`config.mk`:
```
export PLATFORM = sky130hd
export DESIGN_NAME = led_stretch_driver
export DESIGN_NICKNAME = d
export VERILOG_FILES = /design/src/rtl/led_stretch_driver.sv
export SDC_FILE = /design/constraint.sdc
export NUM_CORES = 1
export LEC_CHECK = 0
export ABC_AREA = 1
export BUFFER_PORTS_ARGS = -buffer_cell sky130_fd_sc_hd__clkbuf_2
export CELL_PAD_IN_SITES_DETAIL_PLACEMENT = 2
export CELL_PAD_IN_SITES_GLOBAL_PLACEMENT = 2
export CORE_ASPECT_RATIO = 0.9
export CORE_UTILIZATION = 36
export CTS_CLUSTER_DIAMETER = 80
export DETAILED_ROUTE_END_ITERATION = 12
export GPL_TIMING_DRIVEN = 1
export PLACE_DENSITY_LB_ADDON = 0.3
export SYNTH_ARGS = -nofsm -noshare
export SYNTH_HDL_FRONTEND = slang
export SYNTH_SLANG_ARGS = --single-unit
```
`constraint.sdc`:
```
create_clock -name fpga_clk -period 2 [get_ports fpga_clk]
set_input_delay 0.4 -clock fpga_clk [delete_from_list [all_inputs] [get_ports fpga_clk]]
set_output_delay 0.4 -clock fpga_clk [all_outputs]
set_load 0.1 [all_outputs]
```
`src/rtl/led_stretch_driver.sv`:
```
// rtl/led_stretch_driver.sv - stretches LED status pulses to a visible on-time with global PWM dimming
// Optional lamp-test override is enabled by defining LED_LAMP_TEST_EN.
module led_stretch_driver #(
    parameter int PRESCALE   = 100000,
    parameter int HOLD_TICKS = 50
) (
    input  logic       fpga_clk,
    input  logic       sys_init_ctrl_n,
    input  logic [3:0] led_in,
    input  logic [8:0] cover_led_in,
    input  logic [3:0] brightness,
    input  logic       lamp_test,
    output logic [3:0] led_out,
    output logic [8:0] cover_led_out
);

    localparam int NCH = 13;
    localparam int PW  = (PRESCALE > 1) ? $clog2(PRESCALE) : 1;
    localparam int HW  = $clog2(HOLD_TICKS + 1);

    logic [PW-1:0]  presc_cnt;
    logic           tick;
    logic [3:0]     pwm_cnt;
    logic           pwm_on;
    logic           lamp_force;
    logic [NCH-1:0] chan_in;
    logic [NCH-1:0] act;
    logic [NCH-1:0] out_q;
    logic [HW-1:0]  hold_cnt [NCH];

    assign chan_in = {led_in, cover_led_in};
    assign tick    = (presc_cnt == PW'(PRESCALE - 1));

    always_ff @(posedge fpga_clk or negedge sys_init_ctrl_n) begin
        if (!sys_init_ctrl_n) begin
            presc_cnt <= '0;
        end else if (tick) begin
            presc_cnt <= '0;
        end else begin
            presc_cnt <= presc_cnt + PW'(1);
        end
    end

    // Reload beats decrement, so an input seen in a tick cycle restarts the full hold.
    always_ff @(posedge fpga_clk or negedge sys_init_ctrl_n) begin
        if (!sys_init_ctrl_n) begin
            for (int i = 0; i < NCH; i++) begin
                hold_cnt[i] <= '0;
            end
        end else begin
            for (int i = 0; i < NCH; i++) begin
                if (chan_in[i]) begin
                    hold_cnt[i] <= HW'(HOLD_TICKS);
                end else if (tick && (hold_cnt[i] != '0)) begin
                    hold_cnt[i] <= hold_cnt[i] - HW'(1);
                end
            end
        end
    end

    always_comb begin
        act = '0;
        for (int i = 0; i < NCH; i++) begin
            act[i] = chan_in[i] | (hold_cnt[i] != '0);
        end
    end

    // PWM phase is set only by reset; it is deliberately not aligned to input events.
    always_ff @(posedge fpga_clk or negedge sys_init_ctrl_n) begin
        if (!sys_init_ctrl_n) begin
            pwm_cnt <= '0;
        end else begin
            pwm_cnt <= pwm_cnt + 4'd1;
        end
    end

    assign pwm_on = (brightness == 4'hf) | (pwm_cnt < brightness);

`ifdef LED_LAMP_TEST_EN
    assign lamp_force = lamp_test;
`else
    logic unused_lamp_test;
    assign unused_lamp_test = lamp_test;
    assign lamp_force       = 1'b0;
`endif

    always_ff @(posedge fpga_clk or negedge sys_init_ctrl_n) begin
        if (!sys_init_ctrl_n) begin
            out_q <= '0;
        end else begin
            out_q <= {NCH{lamp_force}} | (act & {NCH{pwm_on}});
        end
    end

    assign led_out       = out_q[12:9];
    assign cover_led_out = out_q[8:0];

endmodule

```
==> results of run 1 <==
-- path summary, 6_finish.rpt --
path | end | slack, ps | cells past startpoint
setup / recovery | hold_cnt[40] | 90 | 9
hold / removal | hold_cnt[20] | 370 | 4
setup reg to reg | hold_cnt[40] | 90 | 9
hold reg to reg | pwm_cnt[0] | 490 | 1
max in group asynchronous | hold_cnt[34] | 920 | 3
min in group asynchronous | hold_cnt[76] | 480 | 2
-- cells in the mapped netlist (all sizes together) --
| master | instances |
|---|---|
| clkbuf | 2 |
| xnor2 | 1 |
| a21boi | 13 |
| nor3 | 6 |
| a21oi | 25 |
| nand3 | 149 |
| dfrtp | 112 |
| xor2 | 8 |
| buf | 2 |
| nor3b | 5 |
| o21ai | 13 |
| nand3b | 3 |
| nor2 | 86 |
| inv | 99 |
| or2 | 8 |
| ha | 29 |
| nand4 | 29 |
| nand2 | 292 |
-- registers in the layout, summed over array words and instances (netlist names) --
register / flops
hold_cnt: 78
presc_cnt: 17
out_q: 13
pwm_cnt: 4
-- final cells by class --
| class | instances | share of cell area |
|---|---|---|
| Multi-Input combinational cell | 667 | 0.448 |
| Sequential cell | 112 | 0.373 |
| Clock inverter | 6 | 0.0110 |
| Timing Repair Buffer | 50 | 0.0469 |
| Clock buffer | 10 | 0.0318 |
| Tap cell | 240 | 0.0400 |
| Inverter | 99 | 0.0494 |
-- through the flow --
stage / setup slack (ps) / area [sq um]
final: 87.7 / 7520
after global routing: 31.2 / 7520
after CTS: 18.0 / 7500
after detailed placement: 50.7 / 7130
after global placement: 239 / 7130
after floorplan: 494 / 6550
-- metal layers --
layer	part of all wire	vias up	routed length (microns)
met5	0	-	0
met4	0.014	0	264
met3	0.018	15	347
met2	0.50	44	9790
met1	0.47	3093	9140
li1	-	2978	-
-- cells in the final DEF, fill, tap and decap left out, types with 2 or more instances in the layout --
cell type,synthesis,routed
bufinv_16,0,2
clkinv_2,0,3
nor3b_1,5,5
nor3_1,6,6
xor2_1,8,8
nor2_1,85,85
or2_2,8,8
a21boi_0,13,13
nand3_1,147,147
nand3b_1,3,3
buf_4,0,16
ha_1,29,28
buf_12,0,2
nand4_1,29,29
a21oi_1,25,25
nand2_1,277,274
inv_1,99,99
nand2_2,1,4
o21ai_0,13,12
clkbuf_16,0,9
dfrtp_1,112,112
clkbuf_2,0,30
nand2_4,13,13
-- worst max-delay path, cell delays in order (launching register included) --
cell     delay [ps]
dfrtp_1         400
ha_2            230
nand3_2         170
nor2_4          180
nand3_4         140
buf_12          220
nand2_1         110
buf_4           150
nand3_1         100
nand2_1         120
-- kinds of logic after synthesis --
| kind of cell | Yosys count |
|---|---|
| xor+xnor | 9 |
| buf+inv | 103 |
| simple gates | 578 |
| fa+ha+maj | 29 |
| flops | 112 |
| compound gates | 51 |
-- report_power, final --
| group | internal [mW] | switching, mW |
|---|---|---|
| clock network | 1.13 | 0.881 |
| registers | 2.58 | 0.333 |
| logic | 0.616 | 1.21 |
| total | 4.32 | 2.42 |
-- timing repair --
action                                  in CTS  in global routing
hold endpoints to repair                    16                  0
gates cloned                                 1                  0
gates resized for setup                      1                  5
endpoints found under the setup margin       3                 21
hold buffers                                 1                  0
buffers inserted                             0                  0
==> results.md, run 1 <==
* Run status: finished, final reports clean
* Hold Crit Class: primary input to register
* Largest area contributor in the netlist: dfrtp_1
* Mux contribution to synthesized area at 0
* Power Dens Cells at 897 nW/um^2
* Fraction of layout cells with a size suffix above 1 at 0.101
* Post-layout util at 0.424
* Crit path kind: register to register
* First-pass GRT wire length at 33.5 mm
* Largest family of logic cells by synthesized area: simple AND/OR/NAND/NOR gates
* Clk_skew at 11.6 ps
* FF+latch area at 2800 sq um
* Final hold vios at 0
* Htree depth at 3
* DRC at 0
* Initial core utilization at 0.369
* CTS Root Cell: clkbuf_16
* Max-cap viol count at 0
* Synth Area in Compound Gates at 0.0439
* Clock slew at reported path FFs at 80 ps
* Synth warn at 0
* Crit. Startpoint: presc_cnt[0]
* Netlist cell types at 23
* Final Max Slew Viols at 0
* Skew-Pair Late Insertion Delay at 360 ps
* CTS Buf Count at 9
* Post-synthesis cell area at 6550 sq um
* Row Count at 46
* CTS tree: done
* Grt ovf at 0
* PortBufs at 31
* Xor-xnor portion of the synthesized cell area at 0.0120
* Die H at 130 microns
* Via Count at 6130
* Reg-to-reg startpoint: presc_cnt[0]
* Setup_tns at 0 ps
* Vias in the first global route at 6662
* Layout Nets at 988
* Layout Cells excl Fill at 1184
* Maximum VDD drop at 0.000387 V
* Rel. slew slack at 0.636
* Grt peak-use layer: met2
* Post-DP HPWL at 13.7 mm
* DR iter-0 viols at 175
* GR Util met3 at 0.0363
* Synth top area share at 0.428
* CP Data Arrival Time at 2190 ps
* Top post-synthesis cells by area: dfrtp_1 (43%), nand2_1 (16%), nand3_1 (11%)
* Core Area at 17700 sq um
* RSZ-0062 raised after global routing: false
* Total GRT Usage at 0.228
* M1 GR Usage at 0.289
* Via/cell ratio at 5.18
* WHS at 367 ps
* Post-synthesis simple-gate area fraction at 0.399
* Slew @ Worst Pin at 548 ps
* Largest net degree at the start of global routing at 52
* Worst Setup Start Kind: register
* Synth Area in Adders at 0.0554
* Finish-stage setup viols at 0
* Leakage at 3.90 nW
* Grt met2 use at 0.404
* Die area at 18700 sq um
* Total wire length at 19.5 mm
* CP Data Required Time at 2280 ps
* Ant. Diodes at 0
* Mean post-synth cell area at 7.42 sq um
* Syn_nets at 931
* Min Tclk post-route at 1910 ps
* Power, Total at 6.74 mW
* Highest clock rate at 523 MHz
* Placed insts at 1166
* Area of the multi-input gates at 3370 sq um
* IO Pins at 33
* Synthesized instance count at 882
* Critical Path Fanout Max at 11
* Worst setup EP type: register
* # fillers at 2186
* Drt pass-1 iters at 4
* #FFs+latches synth at 112
* HP Start: led_in[0]
* CTS sink cnt at 112
* Period utilization at 0.956
* Area Overhead vs Synth at 14.8%
* Die W at 144 microns
* Post-route ant nets at 0
* Avg WL per Cell at 16.5 microns
* Sequential share of the synthesized area at 0.428
* Routability cong. at 0.773
* Clock Path Buffers at 2
* Initial antenna violation count at 0
Power figures use the tool's default switching activity.
==> run 2: changes to the inputs <==
--- a/config.mk
+++ b/config.mk
@@ -14,7 +14,7 @@
 export CTS_CLUSTER_DIAMETER = 80
 export DETAILED_ROUTE_END_ITERATION = 12
 export GPL_TIMING_DRIVEN = 1
-export PLACE_DENSITY_LB_ADDON = 0.3
+export PLACE_DENSITY = 0.83
 export SYNTH_ARGS = -nofsm -noshare
 export SYNTH_HDL_FRONTEND = slang
 export SYNTH_SLANG_ARGS = --single-unit
==> results.md, run 2 (synthesized netlist as in run 1, its figures left out) <==
* Fraction of layout cells with a size suffix above 1 at 0.0994
* CTS Root Cell: clkbuf_16
* Placed insts at 1169
* Slew @ Worst Pin at 565 ps
* DRC at 0
* Clock Path Buffers at 2
* Clock slew at reported path FFs at 80 ps
* CTS Buf Count at 9
* Row Count at 46
* Run status: finished, final reports clean
* Max-cap viol count at 0
* Layout Nets at 990
* Total GRT Usage at 0.222
* Reg-to-reg startpoint: presc_cnt[0]
* Worst R2R End: hold_cnt[39]
* Die H at 130 microns
* PortBufs at 31
* Finish-stage setup viols at 0
* CP Buf/Inv Count at 1
* Area Overhead vs Synth at 14.3%
* R2R depth at 9
* Worst setup EP type: register
* Die W at 144 microns
* Critical path's slowest cell: dfrtp_1
* CP Data Arrival Time at 2080 ps
* WHS at 360 ps
* Worst Setup Start Kind: register
* IO Pins at 33
* Slowest stage delay, CP at 390 ps
* Post-DP HPWL at 13.9 mm
* Crit-path most repeated cell: nand2_1
* First-pass GRT wire length at 32.8 mm
* Largest net degree at the start of global routing at 59
* RSZ-0062 raised after global routing: false
* Final hold vios at 0
* Hold Crit Class: primary input to register
* Grt ovf at 0
* Via/cell ratio at 5.13
* Initial core utilization at 0.369
* CP Data Required Time at 2250 ps
* Core Area at 17700 sq um
* Post-CTS Setup Bufs at 0
* Period utilization at 0.912
* Initial antenna violation count at 0
* Hold path depth at 4
* Setup_tns at 0 ps
* Clk_skew at 9.63 ps
* Crit. Startpoint: presc_cnt[0]
* Ant. Diodes at 0
* Maximum VDD drop at 0.000385 V
* CTS sink cnt at 112
* Total wire length at 19.4 mm
* Leakage at 3.88 nW
* Final worst setup slack at 176 ps
* DR iter-0 viols at 196
* Skew-Pair Late Insertion Delay at 360 ps
* Rel. slew slack at 0.625
* Via Count at 6084
* Most common cell after layout, fill and taps aside: nand2_1
* Post-layout util at 0.422
* Htree depth at 3
* Critical-path cell list: ha_2, nand3_2, nor2_2, nand3_4, buf_12, nand2_1, nand2_1, nand2_1, nand2_1
* Power Dens Cells at 886 nW/um^2
* Leading registers by flop count: hold_cnt x78, presc_cnt x17, out_q x13
* Post-route ant nets at 0
* Drt pass-1 iters at 4
* Min Tclk post-route at 1820 ps
* Max FFs per register at 78
* Critical path depth at 9
* R2R Setup Slk at 180 ps
* Layout Cells excl Fill at 1186
* Critical Path Fanout Max at 13
* # fillers at 2110
* Final Max Slew Viols at 0
* Critical Path End: hold_cnt[39]
* Avg WL per Cell at 16.3 microns
* Family with the most delay on the worst path: simple AND/OR/NAND/NOR gates
* CTS tree: done
* Crit path kind: register to register
* Pre-CTS setup slack at 71.1 ps
* Routability cong. at 0.797
* Vias in the first global route at 6599
* Largest reg by FF count: hold_cnt
* Highest clock rate at 548 MHz
* Most frequent cells in the layout: nand2_1 (276), nand3_1 (147), dfrtp_1 (112)
* Die area at 18700 sq um
run 2: cell count changes in the layout (fill, tap and decap cells not counted):
cell | previous run | this run
buf_4 | 16 | 18
nand2_1 | 274 | 276
nand2_2 | 4 | 2
buf_12 | 2 | 3
bufbuf_16 | 1 | 0
bufinv_16 | 2 | 1
clkbuf_1 | 0 | 1
clkinv_2 | 3 | 2
clkinv_4 | 0 | 1
nor2_2 | 0 | 1
nor2_4 | 1 | 0
run 2: layout make-up:
cell class / count / area (sq um) / share of cell area
Sequential cell: 112 / 2800 / 0.374
Clock buffer: 11 / 243 / 0.0324
Multi-Input combinational cell: 667 / 3360 / 0.448
Timing Repair Buffer: 52 / 355 / 0.0475
Clock inverter: 5 / 56.3 / 0.00752
Inverter: 99 / 372 / 0.0496
Tap cell: 240 / 300 / 0.0401
run 2: timing repair:
| item | 4_1_cts | 5_1_grt |
|---|---|---|
| hold buffers | 1 | 0 |
| endpoints found under the setup margin | 3 | 26 |
| resized for setup | 1 | 2 |
| endpoints found under the hold margin | 4 | 0 |
run 2: layer usage:
layer  vias to the layer above  part of all wire  global-route usage
li1                       2975                 -                   -
met1                      3049              0.46               0.283
met2                        44              0.51               0.394
met3                        16             0.017              0.0352
met4                         0             0.012              0.0551
met5                         -                 0                   0
run 2: worst min path at each step:
stage                               start            to
after global routing      cover_led_in[0]  hold_cnt[74]
after CTS                 cover_led_in[1]  hold_cnt[68]
final                     cover_led_in[1]  hold_cnt[68]
after detailed placement  sys_init_ctrl_n  hold_cnt[75]
after global placement    sys_init_ctrl_n  hold_cnt[75]
after floorplan           sys_init_ctrl_n   hold_cnt[0]
run 2: through the flow:
step           area [sq um]  power [mW]
2_1_floorplan          6550        4.20
3_3_place_gp           7160        4.65
3_5_place_dp           7160        4.79
4_1_cts                7480        6.75
5_1_grt                7490        7.10
6_report               7490        6.63
run 2: worst reg2reg max path: stages (launching register included):
cell	delay, ps
dfrtp_1	390
ha_2	230
nand3_2	150
nor2_2	190
nand3_4	150
buf_12	200
nand2_1	100
nand2_1	150
nand2_1	100
nand2_1	60
run 2: report_power, final:
group          total (mW)  switching [mW]  internal (mW)
Sequential           2.92           0.340           2.58
Combinational        1.83            1.21          0.617
Clock                1.88           0.876           1.01
Total                6.63            2.43           4.20
==> run 3: changes to the inputs <==
--- a/config.mk
+++ b/config.mk
@@ -7,6 +7,7 @@
 export LEC_CHECK = 0
 export ABC_AREA = 1
 export BUFFER_PORTS_ARGS = -buffer_cell sky130_fd_sc_hd__clkbuf_2
+export CAP_MARGIN = 20
 export CELL_PAD_IN_SITES_DETAIL_PLACEMENT = 2
 export CELL_PAD_IN_SITES_GLOBAL_PLACEMENT = 2
 export CORE_ASPECT_RATIO = 0.9
==> constraint.sdc (replaced) <==
create_clock -name fpga_clk -period 2 [get_ports fpga_clk]
set_input_delay 0.1 -clock fpga_clk [delete_from_list [all_inputs] [get_ports fpga_clk]]
set_output_delay 0.1 -clock fpga_clk [all_outputs]
set_load 0.1 [all_outputs]
==> results.md, run 3 (synthesized netlist as in run 1, its figures left out) <==
* CP Data Arrival Time at 2050 ps
* Post-route ant nets at 0
* Clk_skew at 6.67 ps
* Switching Fraction at 0.367
* Int Pwr at 4.16 mW
* Max FFs per register at 78
* Drt pass-1 iters at 4
* RSZ-0062 raised after global routing: false
* Die H at 130 microns
* Leading registers by flop count: hold_cnt x78, presc_cnt x17, out_q x13
* Final hold vios at 0
* Fraction of layout cells with a size suffix above 1 at 0.0902
* Largest net degree at the start of global routing at 50
* Total wire length at 19.5 mm
* Clock power frac at 0.276
* CP Data Required Time at 2240 ps
* Initial antenna violation count at 1
* Hold path depth at 4
* Min Tclk post-route at 1820 ps
* Clock Path Buffers at 2
* Pre-CTS setup slack at 157 ps
* R2R Setup Slk at 180 ps
* Hold Path Sink: hold_cnt[66]
* Clock slew at reported path FFs at 70 ps
* CTS tree: done
* Via Count at 6110
* Most frequent cells in the layout: nand2_1 (277), nand3_1 (147), dfrtp_1 (112)
* Routability cong. at 0.788
* Slew @ Worst Pin at 562 ps
* Hold Crit Class: primary input to register
* Area Overhead vs Synth at 13.3%
* R2R depth at 9
* Ant. Diodes at 0
* Largest reg by FF count: hold_cnt
* Worst Setup Start Kind: register
* PortBufs at 31
* Worst setup EP type: register
* Crit path kind: register to register
* Via/cell ratio at 5.17
* Most common cell after layout, fill and taps aside: nand2_1
* Setup_tns at 0 ps
* Layout Nets at 988
* Core Area at 17700 sq um
* Period utilization at 0.908
* Skew-Pair Late Insertion Delay at 360 ps
* Rel. slew slack at 0.627
* Die area at 18700 sq um
* Finish-stage setup viols at 0
* # fillers at 2146
* HP Start: cover_led_in[1]
* Die W at 144 microns
* Total GRT Usage at 0.226
* Row Count at 46
* Highest clock rate at 551 MHz
* Critical Path Fanout Max at 9
* Run status: finished, final reports clean
* Register share of total power at 0.444
* CTS Root Cell: clkbuf_16
* CTS Buf Count at 9
* Grt ovf at 0
* CTS sink cnt at 112
* Leakage at 3.85 nW
* Max-cap viol count at 0
* Vias in the first global route at 6744
* First-pass GRT wire length at 33.4 mm
* Worst R2R End: hold_cnt[23]
* Area of the multi-input gates at 3340 sq um
* DRC at 0
* FF+latch area at 2800 sq um
* Power Dens Cells at 886 nW/um^2
* IO Pins at 33
* Initial core utilization at 0.369
* Post-CTS resize count at 0
* Final worst setup slack at 184 ps
* Htree depth at 3
* P_sw at 2.41 mW
* DR iter-0 viols at 183
* Maximum VDD drop at 0.000392 V
* Final Max Slew Viols at 0
* Post-DP HPWL at 14.1 mm
* Avg WL per Cell at 16.5 microns
* Comb power frac at 0.281
* Reg-to-reg startpoint: presc_cnt[0]
-- run 3: per-layer routing --
metal,global-route usage,vias up,wire (microns)
li1,-,2970,-
met1,0.274,3057,8690
met2,0.413,58,10000
met3,0.0433,25,499
met4,0.0526,0,330
met5,0,-,0
-- run 3: power groups by stage --
stage               Sequential, mW  Clock [mW]  Combinational, mW
global placement              2.94           0               1.71
global route                  2.97        1.93               2.12
floorplan                     2.99           0               1.21
detailed placement            2.95           0               1.85
CTS                           2.92        1.87               1.88
finish                        2.92        1.81               1.84
-- run 3: worst max-delay path by stage --
stage	start	endpoint	slack (ps)	cells past startpoint
floorplan	presc_cnt[0]	hold_cnt[2]	490	9
global placement	presc_cnt[0]	hold_cnt[1]	310	9
global route	presc_cnt[0]	hold_cnt[23]	9	9
finish	presc_cnt[0]	hold_cnt[23]	180	9
detailed placement	presc_cnt[0]	hold_cnt[23]	160	9
CTS	presc_cnt[0]	hold_cnt[23]	140	9
-- run 3: area by class of cell --
class,instances,share of cell area
clock buffer,13,0.0324
sequential,112,0.378
timing repair buffer,50,0.0442
multi-input combinational,667,0.451
inverter,99,0.0501
clock inverter,1,0.00405
tap,240,0.0405
-- run 3: worst max-delay path, stage by stage, from the launching register on --
cell,delay [ps]
dfrtp_1,380
ha_1,230
nand3_2,150
nor2_2,150
nand3_2,90
buf_4,210
nand2_1,110
nand2_1,180
nand2_1,110
nand2_1,70
-- run 3: through the flow --
step                std cells  area (sq um)  utilization  power (mW)  hold slack [ps]
floorplan                 882          6550            -        4.20             -196
global route             1182          7420        0.418        7.02             70.6
detailed placement       1167          7140        0.403        4.80             81.2
CTS                      1182          7420        0.418        6.67             44.1
global placement         1167          7140        0.403        4.65             78.2
finish                   1182          7420        0.418        6.57             63.4
-- run 3: what timing repair did --
action | CTS | global route
hold buffers | 1 | 0
endpoints found under the hold margin | 27 | 0
endpoints found under the setup margin | 0 | 0
setup buffers | 0 | 0
